## config.mk

```make
export PLATFORM = sky130hd
export DESIGN_NAME = seg7_capture_decoder
export DESIGN_NICKNAME = d
export VERILOG_FILES = /design/src/rtl/seg7_capture_decoder_pkg.sv /design/src/rtl/seg7_glyph_lookup.sv /design/src/rtl/seg7_capture_decoder.sv
export SDC_FILE = /design/constraint.sdc
export NUM_CORES = 1
export LEC_CHECK = 0
export ABC_AREA = 0
export BUFFER_PORTS_ARGS = -buffer_cell sky130_fd_sc_hd__buf_2
export CAP_MARGIN = 20
export CORE_MARGIN = 2
export CORE_UTILIZATION = 42
export DETAILED_ROUTE_END_ITERATION = 7
export SLEW_MARGIN = 10
export SYNTH_ARGS = -nofsm -noshare
export SYNTH_HDL_FRONTEND = slang
export SYNTH_SLANG_ARGS = --single-unit
```

## constraint.sdc

```tcl
create_clock -name clk -period 9.4 [get_ports clk]
set_input_delay 0 -clock clk [delete_from_list [all_inputs] [get_ports clk]]
set_output_delay 0 -clock clk [all_outputs]
set_load 0.01 [all_outputs]
```

## src/rtl/seg7_capture_decoder_pkg.sv

```systemverilog
// ============================================================================
// Module : seg7_capture_decoder_pkg
// Brief  : Shared seven-segment glyph constants and capture FSM state type.
// Rev    : 1.0 - initial release
// ============================================================================
`default_nettype none

package seg7_capture_decoder_pkg;

  // Active-low g..a patterns. Element [v] is the glyph for hex value v
  // (concatenation lists F first, so index 0 lands in the low slot).
  localparam logic [15:0][6:0] GLYPH = {
    7'b0001110,  // F
    7'b0000110,  // E
    7'b0100001,  // d
    7'b1000110,  // C
    7'b0000011,  // b
    7'b0001000,  // A
    7'b0010000,  // 9
    7'b0000000,  // 8
    7'b1111000,  // 7
    7'b0000010,  // 6
    7'b0010010,  // 5
    7'b0011001,  // 4
    7'b0110000,  // 3
    7'b0100100,  // 2
    7'b1111001,  // 1
    7'b1000000   // 0
  };

  localparam logic [6:0] SEG_BLANK   = 7'b1111111;
  localparam logic [6:0] ALT_GLYPH_7 = 7'b1011000;
  localparam logic [6:0] ALT_GLYPH_9 = 7'b0011000;

  typedef enum logic [1:0] {
    ST_WAIT   = 2'd0,
    ST_COUNT  = 2'd1,
    ST_LOCKED = 2'd2
  } state_t;

endpackage

`default_nettype wire

```

## src/rtl/seg7_glyph_lookup.sv

```systemverilog
// ============================================================================
// Module : seg7_glyph_lookup
// Brief  : Combinational active-low segment pattern to hex value decoder.
//          Build option SEG7_ALT_GLYPH_EN also accepts alternate 7 and 9.
// Rev    : 1.0 - initial release
// ============================================================================
`default_nettype none

module seg7_glyph_lookup
  import seg7_capture_decoder_pkg::*;
(
  input  logic [6:0] pattern,
  output logic       hit,
  output logic       blank,
  output logic [3:0] value
);

  always_comb begin
    hit   = 1'b0;
    value = 4'd0;
    blank = (pattern == SEG_BLANK);
    for (int v = 0; v < 16; v++) begin
      if (pattern == GLYPH[v]) begin
        hit   = 1'b1;
        value = 4'(v);
      end
    end
`ifdef SEG7_ALT_GLYPH_EN
    if (pattern == ALT_GLYPH_7) begin
      hit   = 1'b1;
      value = 4'd7;
    end
    if (pattern == ALT_GLYPH_9) begin
      hit   = 1'b1;
      value = 4'd9;
    end
`endif
  end

endmodule

`default_nettype wire

```

## src/rtl/seg7_capture_decoder.sv

```systemverilog
// ============================================================================
// Module : seg7_capture_decoder
// Brief  : Snoops a multiplexed active-low 7-segment bus and recovers the hex
//          nibble per digit. Option macro: SEG7_ALT_GLYPH_EN.
// Rev    : 1.0 - initial release
// ============================================================================
`default_nettype none

module seg7_capture_decoder
  import seg7_capture_decoder_pkg::*;
#(
  parameter  int NUM_DIGITS    = 4,
  parameter  int STABLE_CYCLES = 4,
  localparam int IDX_W         = (NUM_DIGITS > 1) ? $clog2(NUM_DIGITS) : 1,
  localparam int CNT_W         = $clog2(STABLE_CYCLES + 1)
)(
  input  logic                    clk,
  input  logic                    rst,
  input  logic [6:0]              seg_in,
  input  logic [NUM_DIGITS-1:0]   an_in,
  output logic [4*NUM_DIGITS-1:0] digits,
  output logic [NUM_DIGITS-1:0]   digit_valid,
  output logic                    frame_done,
  output logic                    err,
  output logic [IDX_W-1:0]        err_digit
);

  logic [6:0]            seg_q, seg_prev;
  logic [NUM_DIGITS-1:0] an_q, an_prev;
  state_t                state, state_n;
  logic [CNT_W-1:0]      cnt, cnt_n;
  logic [NUM_DIGITS-1:0] seen;
  logic                  sel_valid, changed, capture;
  logic [IDX_W-1:0]      sel_idx;
  logic                  hit, blank;
  logic [3:0]            value;

  // Two-deep sample history: current registered copy and the one before it.
  always_ff @(posedge clk or posedge rst) begin
    if (rst) begin
      seg_q    <= '1;
      an_q     <= '1;
      seg_prev <= '1;
      an_prev  <= '1;
    end else begin
      seg_q    <= seg_in;
      an_q     <= an_in;
      seg_prev <= seg_q;
      an_prev  <= an_q;
    end
  end

  always_comb begin
    sel_idx = '0;
    for (int i = 0; i < NUM_DIGITS; i++) begin
      if (!an_q[i]) sel_idx = IDX_W'(i);
    end
  end

  assign sel_valid = $onehot(~an_q);
  assign changed   = (seg_q != seg_prev) || (an_q != an_prev);

  always_ff @(posedge clk or posedge rst) begin
    if (rst) begin
      state <= ST_WAIT;
      cnt   <= '0;
    end else begin
      state <= state_n;
      cnt   <= cnt_n;
    end
  end

  always_comb begin
    state_n = state;
    cnt_n   = cnt;
    if (!sel_valid) begin
      state_n = ST_WAIT;
      cnt_n   = '0;
    end else if (changed || state == ST_WAIT) begin
      cnt_n   = CNT_W'(1);
      state_n = (STABLE_CYCLES == 1) ? ST_LOCKED : ST_COUNT;
    end else if (state == ST_COUNT) begin
      cnt_n   = cnt + 1'b1;
      state_n = (cnt_n == CNT_W'(STABLE_CYCLES)) ? ST_LOCKED : ST_COUNT;
    end
  end

  // Capture fires on the edge where the run length first reaches STABLE_CYCLES.
  always_comb begin
    capture = 1'b0;
    if (sel_valid) begin
      if (changed || state == ST_WAIT)
        capture = (STABLE_CYCLES == 1);
      else if (state == ST_COUNT)
        capture = (cnt == CNT_W'(STABLE_CYCLES - 1));
    end
  end

  seg7_glyph_lookup u_lookup (
    .pattern (seg_q),
    .hit     (hit),
    .blank   (blank),
    .value   (value)
  );

  always_ff @(posedge clk or posedge rst) begin
    if (rst) begin
      digits      <= '0;
      digit_valid <= '0;
      seen        <= '0;
      frame_done  <= 1'b0;
      err         <= 1'b0;
      err_digit   <= '0;
    end else begin
      frame_done <= &seen;
      err        <= capture && !hit && !blank;
      if (capture && !hit && !blank) err_digit <= sel_idx;
      for (int i = 0; i < NUM_DIGITS; i++) begin
        // A completed frame clears its mask; a capture now belongs to the next one.
        seen[i] <= ((&seen) ? 1'b0 : seen[i]) | (capture && sel_idx == IDX_W'(i));
        if (capture && sel_idx == IDX_W'(i)) begin
          digit_valid[i] <= hit;
          if (hit) digits[4*i +: 4] <= value;
        end
      end
    end
  end

endmodule

`default_nettype wire

```

== After elaboration in Yosys (flattened, before gate mapping) ==
Index checks and enable logic that the tools add are counted.

* Register bits: 55
* Input bits: 13
* Output and inout port bits: 24
* Word-level logic and storage cells: 119

* Add/sub/neg operators: 4
* Equality and inequality tests: 26
* Muxes and demuxes: 48
* Bitwise logic cells: 5
* Reduce and logical (&&, ||, !) cells: 18

{| class="wikitable"
|+ Operators with widths
! operator !! number
|-
| 7-bit equality test, second input constant || 5
|-
| 4-bit 2-to-1 mux || 8
|-
| 1-bit 2-to-1 mux || 25
|-
| 7-bit by 5-bit equality test with 1-bit output, second input constant || 3
|-
| 7-bit by 6-bit equality test with 1-bit output, second input constant || 3
|-
| 3-bit 2-to-1 mux || 7
|-
| 2-bit 2-to-1 mux || 8
|-
| 7-bit by 2-bit equality test with 1-bit output, second input constant || 2
|-
| 7-bit by 4-bit equality test with 1-bit output, second input constant || 2
|-
| 2-bit AND reduction || 4
|-
| 7-bit by 3-bit equality test with 1-bit output, second input constant || 1
|-
| 7-bit logical NOT || 1
|-
| 7-bit != test || 1
|-
| 1-bit logical AND || 6
|-
| 1-bit by 1-bit adder with 2-bit output || 2
|-
| 2-bit by 1-bit equality test with 1-bit output, second input constant || 2
|-
| 2-bit equality test, second input constant || 2
|-
| 2-bit logical NOT || 2
|-
| 4-bit != test || 1
|-
| 4-bit NOT || 1
|-
| 1-bit OR || 4
|-
| 4-bit AND reduction || 1
|-
| 2-bit by 2-bit adder with 3-bit output || 1
|-
| 3-bit by 1-bit adder with 3-bit output, second input constant || 1
|-
| 6 further kinds || 8
|}

== Logic depth before layout (Yosys ltp) ==
Gate-level depths: netlist (run 1).

* Depth in word-level cells: 20
* Gate-level depth with buffers: 11
* Gate-level depth less buffers: 10

== By module ==
A second synthesis (run 1) with hierarchy kept.

* Cells, all modules: 199
* Area total of the unflattened synthesis: 2449.8 um2

{| class="wikitable"
|+ Modules (own cells, without submodules)
! module !! times used !! cells each !! area an instance (um2) !! seq. area each (um2)
|-
| seg7_capture_decoder || 1 || 145 || 2110.8 || 1403.8
|-
| seg7_glyph_lookup || 1 || 54 || 339.1 || 0.0
|}

== Worst setup path after synthesis (run 1) ==
Ideal clock, no wire load.

* Kind: flip-flop to flip-flop
* Start: register an_q[1]
* End: register err_digit[0]
* Library setup time: 0.125 ns
* Arrival time: 3.118 ns
* Data required time: 9.275 ns
* Path slack: 6.157 ns
* Stages on the path, launching flop included: 11
* Path buffers: 1
* Period minus slack after synthesis: 3.243 ns
* Path through: dfstp_2 fa_1 inv_1 ha_1 ha_1 nor3b_1 nand3_1 or4_1 buf_6 or3_4 mux2_4

* Longest elaborated chain between the ends: 7

{| class="wikitable"
|+ RTL lines
! item !! line !! RTL
|-
| start: declaration || seg7_capture_decoder.sv:29 || <nowiki>logic [NUM_DIGITS-1:0] an_q, an_prev;</nowiki>
|-
| start signal: assignment || seg7_capture_decoder.sv:47 || <nowiki>an_q <= an_in;</nowiki>
|-
| 4-bit NOT / 4-bit != test (equally long branches) || seg7_capture_decoder.sv:60, seg7_capture_decoder.sv:61 ||
|-
| 1-bit by 1-bit adder with 2-bit output (not written as such) / 1-bit logical OR (equally long branches) || seg7_capture_decoder.sv:60, seg7_capture_decoder.sv:61 ||
|-
| 2-bit by 2-bit adder with 3-bit output (not written as such) / 1-bit logical OR (equally long branches) || seg7_capture_decoder.sv:60, seg7_capture_decoder.sv:92 ||
|-
| 3-bit by 1-bit equality test with 1-bit output / 1-bit 2-to-1 mux (equally long branches) || seg7_capture_decoder.sv:60, seg7_capture_decoder.sv:92 ||
|-
| 1-bit 2-to-1 mux || seg7_capture_decoder.sv:91 || <nowiki>if (sel_valid) begin</nowiki>
|-
| 1-bit logical AND (2 in a row) || seg7_capture_decoder.sv:117 || <nowiki>if (capture && !hit && !blank) err_digit <= sel_idx;</nowiki>
|-
| end signal: assignment || seg7_capture_decoder.sv:117 ||
|-
| end: declaration || seg7_capture_decoder.sv:25 || <nowiki>output logic [IDX_W-1:0] err_digit</nowiki>
|}

Several ways; a longest one is shown, not always the timed one.
A chain may end at the register's enable or synchronous reset.

== Final worst setup path (run 1) ==
* Start: register an_q[1]
* End: register digit_valid[3]

* Longest elaborated chain between the ends: 6

{| class="wikitable"
|+ RTL lines
! item !! line !! RTL
|-
| 4-bit NOT / 4-bit != test (equally long branches) || seg7_capture_decoder.sv:60, seg7_capture_decoder.sv:61 ||
|-
| 1-bit by 1-bit adder with 2-bit output (not written as such) / 1-bit logical OR (equally long branches) || seg7_capture_decoder.sv:60, seg7_capture_decoder.sv:61 ||
|-
| 2-bit by 2-bit adder with 3-bit output (not written as such) / 1-bit logical OR (equally long branches) || seg7_capture_decoder.sv:60, seg7_capture_decoder.sv:92 ||
|-
| 3-bit by 1-bit equality test with 1-bit output / 1-bit 2-to-1 mux (equally long branches) || seg7_capture_decoder.sv:60, seg7_capture_decoder.sv:92 ||
|-
| 1-bit 2-to-1 mux || seg7_capture_decoder.sv:91 ||
|-
| 1-bit logical AND * || seg7_capture_decoder.sv:121 || <nowiki>if (capture && sel_idx == IDX_W'(i)) begin</nowiki>
|-
| end signal: indexed assignment || seg7_capture_decoder.sv:122 || <nowiki>digit_valid[i] <= hit;</nowiki>
|-
| end: declaration || seg7_capture_decoder.sv:22 || <nowiki>output logic [NUM_DIGITS-1:0] digit_valid,</nowiki>
|}

Mark *: on every way between the ends. The rest lies on a longest branch, timed or not.

==> impl_metrics.csv, run 1 <==
group,metric,value,unit
pwr,switchingPower,106,µW
detailed_routing,detail_route.first_pass.iterations,6,
timing,max_slew_margin_vs_limit,0.337,
pwr,netSwitchingFraction,0.249,
detailed_routing,routed-via-count,1806,
synth,count_of_flip_flops_with_a_built_in_enable_after_synthesis,0,
worst_setup_path,reg2reg_slack,5.85,ns
pwr,share_comb_of_total_power,0.094,
floorplan,dieWidth,82.4,µm
timing,finalSetupTns,0,ns
pwr,power.share.clock,0.298,
cts,cts.repair.resized,0,
worst_setup_path,critical_path.endpoint_type,"flop",
worst_setup_path,maximum_fanout_along_the_worst_path,10,
synth,synth_area,2580,µm²
final_layout,num-fill-cells,543,
worst_hold_path,hold_end,"an_q[2]",
cts,clockRootBuffer,"sky130_fd_sc_hd__clkbuf_8",
detailed_routing,drc_errors,0,
worst_setup_path,reg2regPathDepth,9,
floorplan,die-area,6790,µm²
place,placed_cells_incl_taps,328,
detailed_routing,route.antenna.remaining_nets,0,
timing,hold_viol,0,
detailed_routing,dr_vias_cell,5.19,
grt,grt_start_max_net_pins,56,
synth,synth.distinct_cells,51,
worst_setup_path,endpoint_of_the_lowest_slack_register_to_register_path,"digit_valid[3]",
final_layout,layout.area.seq,1400,µm²
final_layout,final_layout_size_suffix_gt1_frac,0.319,
timing,slew_violations,0,
cts,htree_levels,2,
floorplan,chipHeight,82.4,µm
cts,clkTransAtPathRegs,0.10,ns
detailed_routing,detail_route.iter0.violations,90,
synth,synth-warning-count,0,
final_layout,fin_cells,348,
timing,final.period_utilization,0.377,
detailed_routing,route.final.wire_length,4960,µm
grt,grt_first_pass_wirelength,8460,µm
floorplan,placement_rows,28,
cts,worstSkewPairLatency,0.30,ns
run_status,run_status,"complete, no violations",
cts,postCtsSetupBuffers,0,
floorplan,placeableCoreArea,5920,µm²
pwr,power.internal,319,µW
pwr,power.sequential.fraction,0.607,
synth,synthesis.nets,246,
worst_setup_path,crit_path_max_incr_delay,0.77,ns
place,final_wtd_congestion,0.752,
final_layout,final_net_count,291,
timing,worst-slew-pin-transition,0.987,ns
place,place_hpwl,3480,µm
synth,yosys.area.top_type_share,0.320,
timing,setup_repair_after_global_routing_missed_its_margin,"false",
worst_setup_path,cp-start-kind,"flop",
pwr,vdd_ir_drop_max,0.0653,mV
grt,grt_antenna_before_repair,0,
timing,finalHoldWorstSlack,0.335,ns
worst_setup_path,cp_data_arrival_time,3.74,ns
floorplan,pin_count,37,
worst_hold_path,number_of_stages_on_the_worst_hold_path,2,
synth,synthCells,227,
place,place.port_buffers,36,
synth,top_cells_by_area_in_the_synthesized_netlist,"sky130_fd_sc_hd__dfrtp_1, sky130_fd_sc_hd__dfstp_2, sky130_fd_sc_hd__a21oi_1",
timing,worst_case_setup_margin_in_the_final_layout,5.85,ns
grt,first_global_vias,1746,
synth,synth.largest_area_cell,"sky130_fd_sc_hd__dfrtp_1",
worst_setup_path,worst_r2r_startpoint,"an_q[1]",
pwr,powerDensity,142,nW/µm²
cts,postCtsHoldBufs,12,
synth,synth_ff_type,"sky130_fd_sc_hd__dfrtp_1",
worst_setup_path,critPathMostFrequentCell,"sky130_fd_sc_hd__ha_1",
worst_setup_path,cpMaxStageDelayCell,"sky130_fd_sc_hd__or4_1",
worst_setup_path,timing.critical_path.required,9.60,ns
synth,seq_area_frac_synth,0.544,
timing,min_period,3.55,ns
worst_hold_path,launch_point_of_the_worst_hold_path,"an_in[2]",
detailed_routing,wl_per_cell,14.3,µm
floorplan,initial_utilization,0.436,
timing,final.setup_skew,0.0147,ns
place,pre_cts_slack,5.83,ns
worst_hold_path,min-delay-path-class,"input port to flop",
cts,clock_tree_from_tritoncts,"done",
synth,syn_area_per_cell,11.4,µm²
final_layout,post_synthesis_to_final_layout_area_growth,16.2,%
cts,clock_sink_count,55,
final_layout,multi_input_area,1060,µm²
job,drv.max_cap_violation_count,0,
grt,grt.overflow.total,0,
worst_setup_path,timing.setup.critical_path_class,"flop to flop",
final_layout,insertedDiodeCount,0,
worst_setup_path,cells_along_the_critical_path,"fa_1 > inv_1 > ha_1 > ha_1 > nor3b_1 > nand3_1 > or4_1 > nor2_2 > mux2_2",
cts,tritoncts.num_buffers,5,
timing,finalSetupViolCount,0,
synth,synth_async_sr_flop_share,1.00,
cts,clockBufferDepth,2,
grt,globalRouteTotalUtil,0.163,
pwr,total_leakage_power,1.42,nW
synth,yosys_register_bits,55,
timing,fmaxAchievable,282,MHz
-- power groups by stage --
stage	Sequential [mW]	Combinational (mW)	Clock, mW
after global placement	0.262	0.0364	0
after global routing	0.260	0.0453	0.141
final	0.258	0.0401	0.127
after CTS	0.258	0.0409	0.132
after detailed placement	0.262	0.0370	0
after floorplan	0.255	0.0335	0
-- metal layers --
layer  GRT usage  vias up  part of all wire
met4      0.0500        0            0.0038
met1       0.234      877              0.48
met2       0.254       30              0.49
met3      0.0261        2             0.028
li1            -      897                 -
met5           0        -                 0
-- synth_stat cells, drive strengths merged (2+ instances only) --
master / number
nand3b: 3
mux2: 5
dfrtp: 33
nand3: 2
or4b: 2
or4: 2
o221ai: 2
o2111ai: 2
nor2: 13
o31ai: 2
buf: 10
a21o: 2
a31oi: 4
nand4: 6
dfstp: 22
or2: 4
and2: 2
nand2: 15
inv: 12
mux2i: 2
a21oi: 30
or3: 2
ha: 5
nor3b: 2
nor3: 7
xnor2: 14
o21ai: 9
-- metrics by stage --
step                      instance area (µm²)   util  power [mW]
final                                    3000  0.507       0.425
after global routing                     3000  0.507       0.446
after CTS                                3000  0.507       0.431
after detailed placement                 2790  0.472       0.299
after global placement                   2790  0.472       0.298
after floorplan                          2580      -       0.289
-- worst max-delay path by stage --
stage,from,endpoint,slack (ns)
floorplan,an_q[1],err_digit[0],6.16
global placement,an_q[1],err_digit[1],5.95
detailed placement,an_q[3],digit_valid[0],5.83
CTS,an_q[1],err_digit[0],5.83
global route,an_q[1],digits[9],5.59
finish,an_q[1],digit_valid[3],5.85
-- cell usage in the layout (no fill, tap or decap), types with 2 or more instances in the layout --
cell type	synthesis	layout
sky130_fd_sc_hd__a21o_1	2	2
sky130_fd_sc_hd__a21oi_1	30	30
sky130_fd_sc_hd__a31oi_1	4	4
sky130_fd_sc_hd__and2_1	2	2
sky130_fd_sc_hd__buf_2	7	36
sky130_fd_sc_hd__clkbuf_8	0	5
sky130_fd_sc_hd__dfrtp_1	33	33
sky130_fd_sc_hd__dfstp_2	22	22
sky130_fd_sc_hd__dlygate4sd3_1	0	12
sky130_fd_sc_hd__ha_1	5	5
sky130_fd_sc_hd__inv_1	12	11
sky130_fd_sc_hd__mux2_2	3	3
sky130_fd_sc_hd__mux2_4	2	2
sky130_fd_sc_hd__mux2i_1	2	2
sky130_fd_sc_hd__nand2_1	15	15
sky130_fd_sc_hd__nand3_1	2	2
sky130_fd_sc_hd__nand3b_1	3	3
sky130_fd_sc_hd__nand4_1	6	6
sky130_fd_sc_hd__nor2_1	12	12
sky130_fd_sc_hd__nor3_1	5	5
sky130_fd_sc_hd__nor3_4	2	2
sky130_fd_sc_hd__o2111ai_1	2	2
sky130_fd_sc_hd__o21ai_0	9	9
sky130_fd_sc_hd__o221ai_2	2	2
sky130_fd_sc_hd__o31ai_1	2	2
sky130_fd_sc_hd__or2_2	2	2
sky130_fd_sc_hd__or4_1	2	2
sky130_fd_sc_hd__xnor2_1	13	13
-- flip-flops by register name (all words and copies together) (netlist names) --
signal and count:
digits 16, seg_prev 7, seg_q 7, an_prev 4, an_q 4, digit_valid 4, seen 4, cnt 3
err_digit 2, state 2, err 1, frame_done 1
-- area by class of cell --
| cell class | instances | share of cell area |
|---|---|---|
| Sequential cell | 55 | 0.468 |
| Multi-Input combinational cell | 149 | 0.354 |
| Timing Repair Buffer | 49 | 0.103 |
| Tap cell | 75 | 0.0313 |
| Clock buffer | 6 | 0.0242 |
| Inverter | 12 | 0.0150 |
| Clock inverter | 2 | 0.00459 |
-- critical path, delay by kind of cell (launching register included) --
kind	cells	cell delay [ns]
adder cells (fa/ha/maj)	3	0.82
buffers and inverters	1	0.07
flip-flops	1	0.64
multiplexers	1	0.38
AND/OR/NAND/NOR	4	1.53
-- kinds of logic (layout without fill, tap and decap cells) --
family / Yosys count / after routing / synth area share
AND/OR/NAND/NOR: 65 / 65 / 0.153
AO/OA/AOI/OAI: 57 / 57 / 0.144
flip-flops: 55 / 55 / 0.544
buffers and inverters: 23 / 69 / 0.0441
XOR/XNOR: 14 / 14 / 0.0504
multiplexers: 7 / 7 / 0.0325
adder cells (fa/ha/maj): 6 / 6 / 0.0320
Power figures use the tool's default switching activity.
==> run 2, diff against run 1 <==
- clock period: 9.4 -> 3.4 ns (I/O delays scaled with it)
==> run 2 against run 1 <==
Net effect: routed wire length rose by 1.9%; hold slack got worse by 0.0033 ns; first-iteration DRC count fell by 1.1%; critical endpoint is now err_digit[0]; sequential share of layout area down 0.86 points; global-route usage increased by 1.0 points; critical path depth is the same; utilization increased by 0.95 points; total power increased to 2.8 times the previous value; critical path type unchanged; count of clock-buffer cells in the layout is the same.
==> impl_metrics.csv, run 2 (synthesis results as in run 1) <==
group,metric,value,unit
job,drv.max_cap_violation_count,0,
grt,grt_antenna_before_repair,0,
floorplan,placeableCoreArea,5920,µm²
floorplan,dieWidth,82.4,µm
final_layout,biggest_regs,"digits x16, seg_prev x7, seg_q x7",
cts,worstSkewPairLatency,0.30,ns
grt,grt.overflow.total,0,
final_layout,final_net_count,298,
final_layout,post_synthesis_to_final_layout_area_growth,18.4,%
worst_setup_path,crit_start,"an_q[1]",
timing,max_slew_margin_vs_limit,0.311,
final_layout,insertedDiodeCount,0,
worst_setup_path,reg2regPathDepth,9,
cts,clock_tree_from_tritoncts,"done",
cts,htree_levels,2,
cts,postCtsSetupBuffers,0,
final_layout,flip_flop_count_of_the_largest_register_after_layout,16,
final_layout,final_layout_size_suffix_gt1_frac,0.339,
final_layout,final_cell_area,3060,µm²
detailed_routing,route.antenna.remaining_nets,0,
worst_setup_path,crit_path_max_incr_delay,0.59,ns
floorplan,placement_rows,28,
final_layout,layout_common_cells,"sky130_fd_sc_hd__buf_2, sky130_fd_sc_hd__dfrtp_1, sky130_fd_sc_hd__a21oi_1, sky130_fd_sc_hd__dfstp_2, sky130_fd_sc_hd__nand2_1",
worst_setup_path,cells_along_the_critical_path,"fa_1 > inv_1 > ha_1 > ha_1 > nor3b_2 > nand3_1 > or4_1 > or3_4 > mux2_4",
place,post_dp_cell_area,2850,µm²
detailed_routing,detail_route.first_pass.iterations,4,
worst_setup_path,timing.critical_path.required,3.59,ns
final_layout,num-fill-cells,555,
pwr,powerDensity,384,nW/µm²
detailed_routing,route.final.wire_length,5060,µm
floorplan,die-area,6790,µm²
detailed_routing,detail_route.iter0.violations,89,
timing,fmaxAchievable,310,MHz
place,place_hpwl,3590,µm
worst_setup_path,endpoint_of_the_lowest_slack_register_to_register_path,"err_digit[0]",
worst_setup_path,timing.setup.critical_path_class,"flop to flop",
worst_setup_path,critPathMostFrequentCell,"sky130_fd_sc_hd__ha_1",
worst_setup_path,cpMaxStageDelayCell,"sky130_fd_sc_hd__or4_1",
floorplan,chipHeight,82.4,µm
worst_setup_path,maximum_fanout_along_the_worst_path,3,
detailed_routing,drc_errors,0,
timing,setup_repair_after_global_routing_missed_its_margin,"false",
worst_setup_path,worst_r2r_startpoint,"an_q[1]",
grt,first_global_vias,1779,
timing,worst-slew-pin-transition,1.02,ns
floorplan,initial_utilization,0.436,
detailed_routing,wl_per_cell,14.2,µm
cts,clockBufferDepth,2,
grt,grt_start_max_net_pins,38,
timing,slew_violations,0,
cts,clockRootBuffer,"sky130_fd_sc_hd__clkbuf_8",
worst_setup_path,timing.critical_path.to,"err_digit[0]",
detailed_routing,dr_vias_cell,5.11,
place,final_wtd_congestion,0.877,
timing,min_period,3.22,ns
cts,clock_sink_count,55,
floorplan,pin_count,37,
worst_setup_path,cp_data_arrival_time,3.42,ns
worst_setup_path,critical_path.endpoint_type,"flop",
place,place.port_buffers,36,
pwr,vdd_ir_drop_max,0.159,mV
run_status,run_status,"complete, no violations",
timing,finalSetupViolCount,0,
timing,final.setup_skew,0.00608,ns
detailed_routing,routed-via-count,1814,
final_layout,layout_commonest_cell,"sky130_fd_sc_hd__buf_2",
worst_hold_path,min-delay-path-class,"input port to flop",
pwr,total_leakage_power,1.46,nW
cts,clkTransAtPathRegs,0.09,ns
worst_setup_path,cp-start-kind,"flop",
worst_setup_path,reg2reg_slack,0.18,ns
timing,final.period_utilization,0.948,
grt,globalRouteTotalUtil,0.173,
grt,grt_first_pass_wirelength,8800,µm
cts,tritoncts.num_buffers,5,
final_layout,registers.top_by_ff_count,"digits",
timing,hold_viol,0,
timing,finalSetupTns,0,ns
==> run 2: cell count changes in the layout (fill, tap and decap cells not counted) <==
cell                         previous run  this run
sky130_fd_sc_hd__clkinvlp_4             0         1
sky130_fd_sc_hd__nor3b_2                1         2
sky130_fd_sc_hd__buf_4                  1         8
sky130_fd_sc_hd__clkinv_4               1         0
sky130_fd_sc_hd__nor3b_1                1         0
==> run 2: area by class of cell <==
type	instances	area, µm²	area share
inverter	12	45.0	0.0147
timing repair buffer	56	360	0.118
multi-input combinational	149	1070	0.349
clock buffer	6	72.6	0.0238
sequential	55	1400	0.459
clock inverter	2	12.5	0.00410
tap	75	93.8	0.0307
==> run 2: worst max-delay path: cells and delay by family (launching register included) <==
family                     cells  cell delay [ns]
muxes                          1             0.30
buffers and inverters          1             0.09
adders and majority gates      3             0.83
and+or+nand+nor                4             1.33
DFF                            1             0.57
==> run 2: how the worst min path moves through the flow <==
| stage | cells past startpoint | from | slack, ns | endpoint |
|---|---|---|---|---|
| floorplan | 0 | an_in[0] | 0.004 | an_q[0] |
| global placement | 1 | seg_in[4] | 0.11 | seg_q[4] |
| detailed placement | 1 | seg_in[3] | 0.11 | seg_q[3] |
| CTS | 2 | seg_in[5] | 0.32 | seg_q[5] |
| global route | 2 | seg_in[5] | 0.32 | seg_q[5] |
| finish | 2 | seg_in[3] | 0.33 | seg_q[3] |
==> run 2: metrics by stage <==
stage | std cells | power (mW) | setup slack [ns] | hold slack [ns] | utilization
after floorplan | 227 | 0.799 | 0.157 | 0.00448 | -
after global placement | 335 | 0.826 | 0.253 | 0.105 | 0.481
after detailed placement | 335 | 0.828 | 0.156 | 0.106 | 0.481
after CTS | 355 | 1.19 | 0.0892 | 0.318 | 0.515
after global routing | 355 | 1.25 | 0.0121 | 0.316 | 0.516
final | 355 | 1.17 | 0.175 | 0.332 | 0.516
==> run 2: repair_timing <==
action                                  in CTS  in global routing
resized for setup                            0                  1
hold buffers                                12                  0
endpoints found under the hold margin       25                  0
endpoints found under the setup margin       0                 18
==> run 2: metal layers <==
metal	global-route usage	vias up	routed length (µm)
met5	0	-	0
met3	0.0348	5	202
met4	0.0550	0	69
met2	0.254	36	2330
met1	0.258	863	2460
li1	-	910	-
==> run 2: power by group <==
part           switching, mW  total, mW  internal, mW
clock                  0.201      0.346         0.144
combinational         0.0620      0.118        0.0560
sequential            0.0271      0.710         0.683
total                  0.291       1.17         0.883
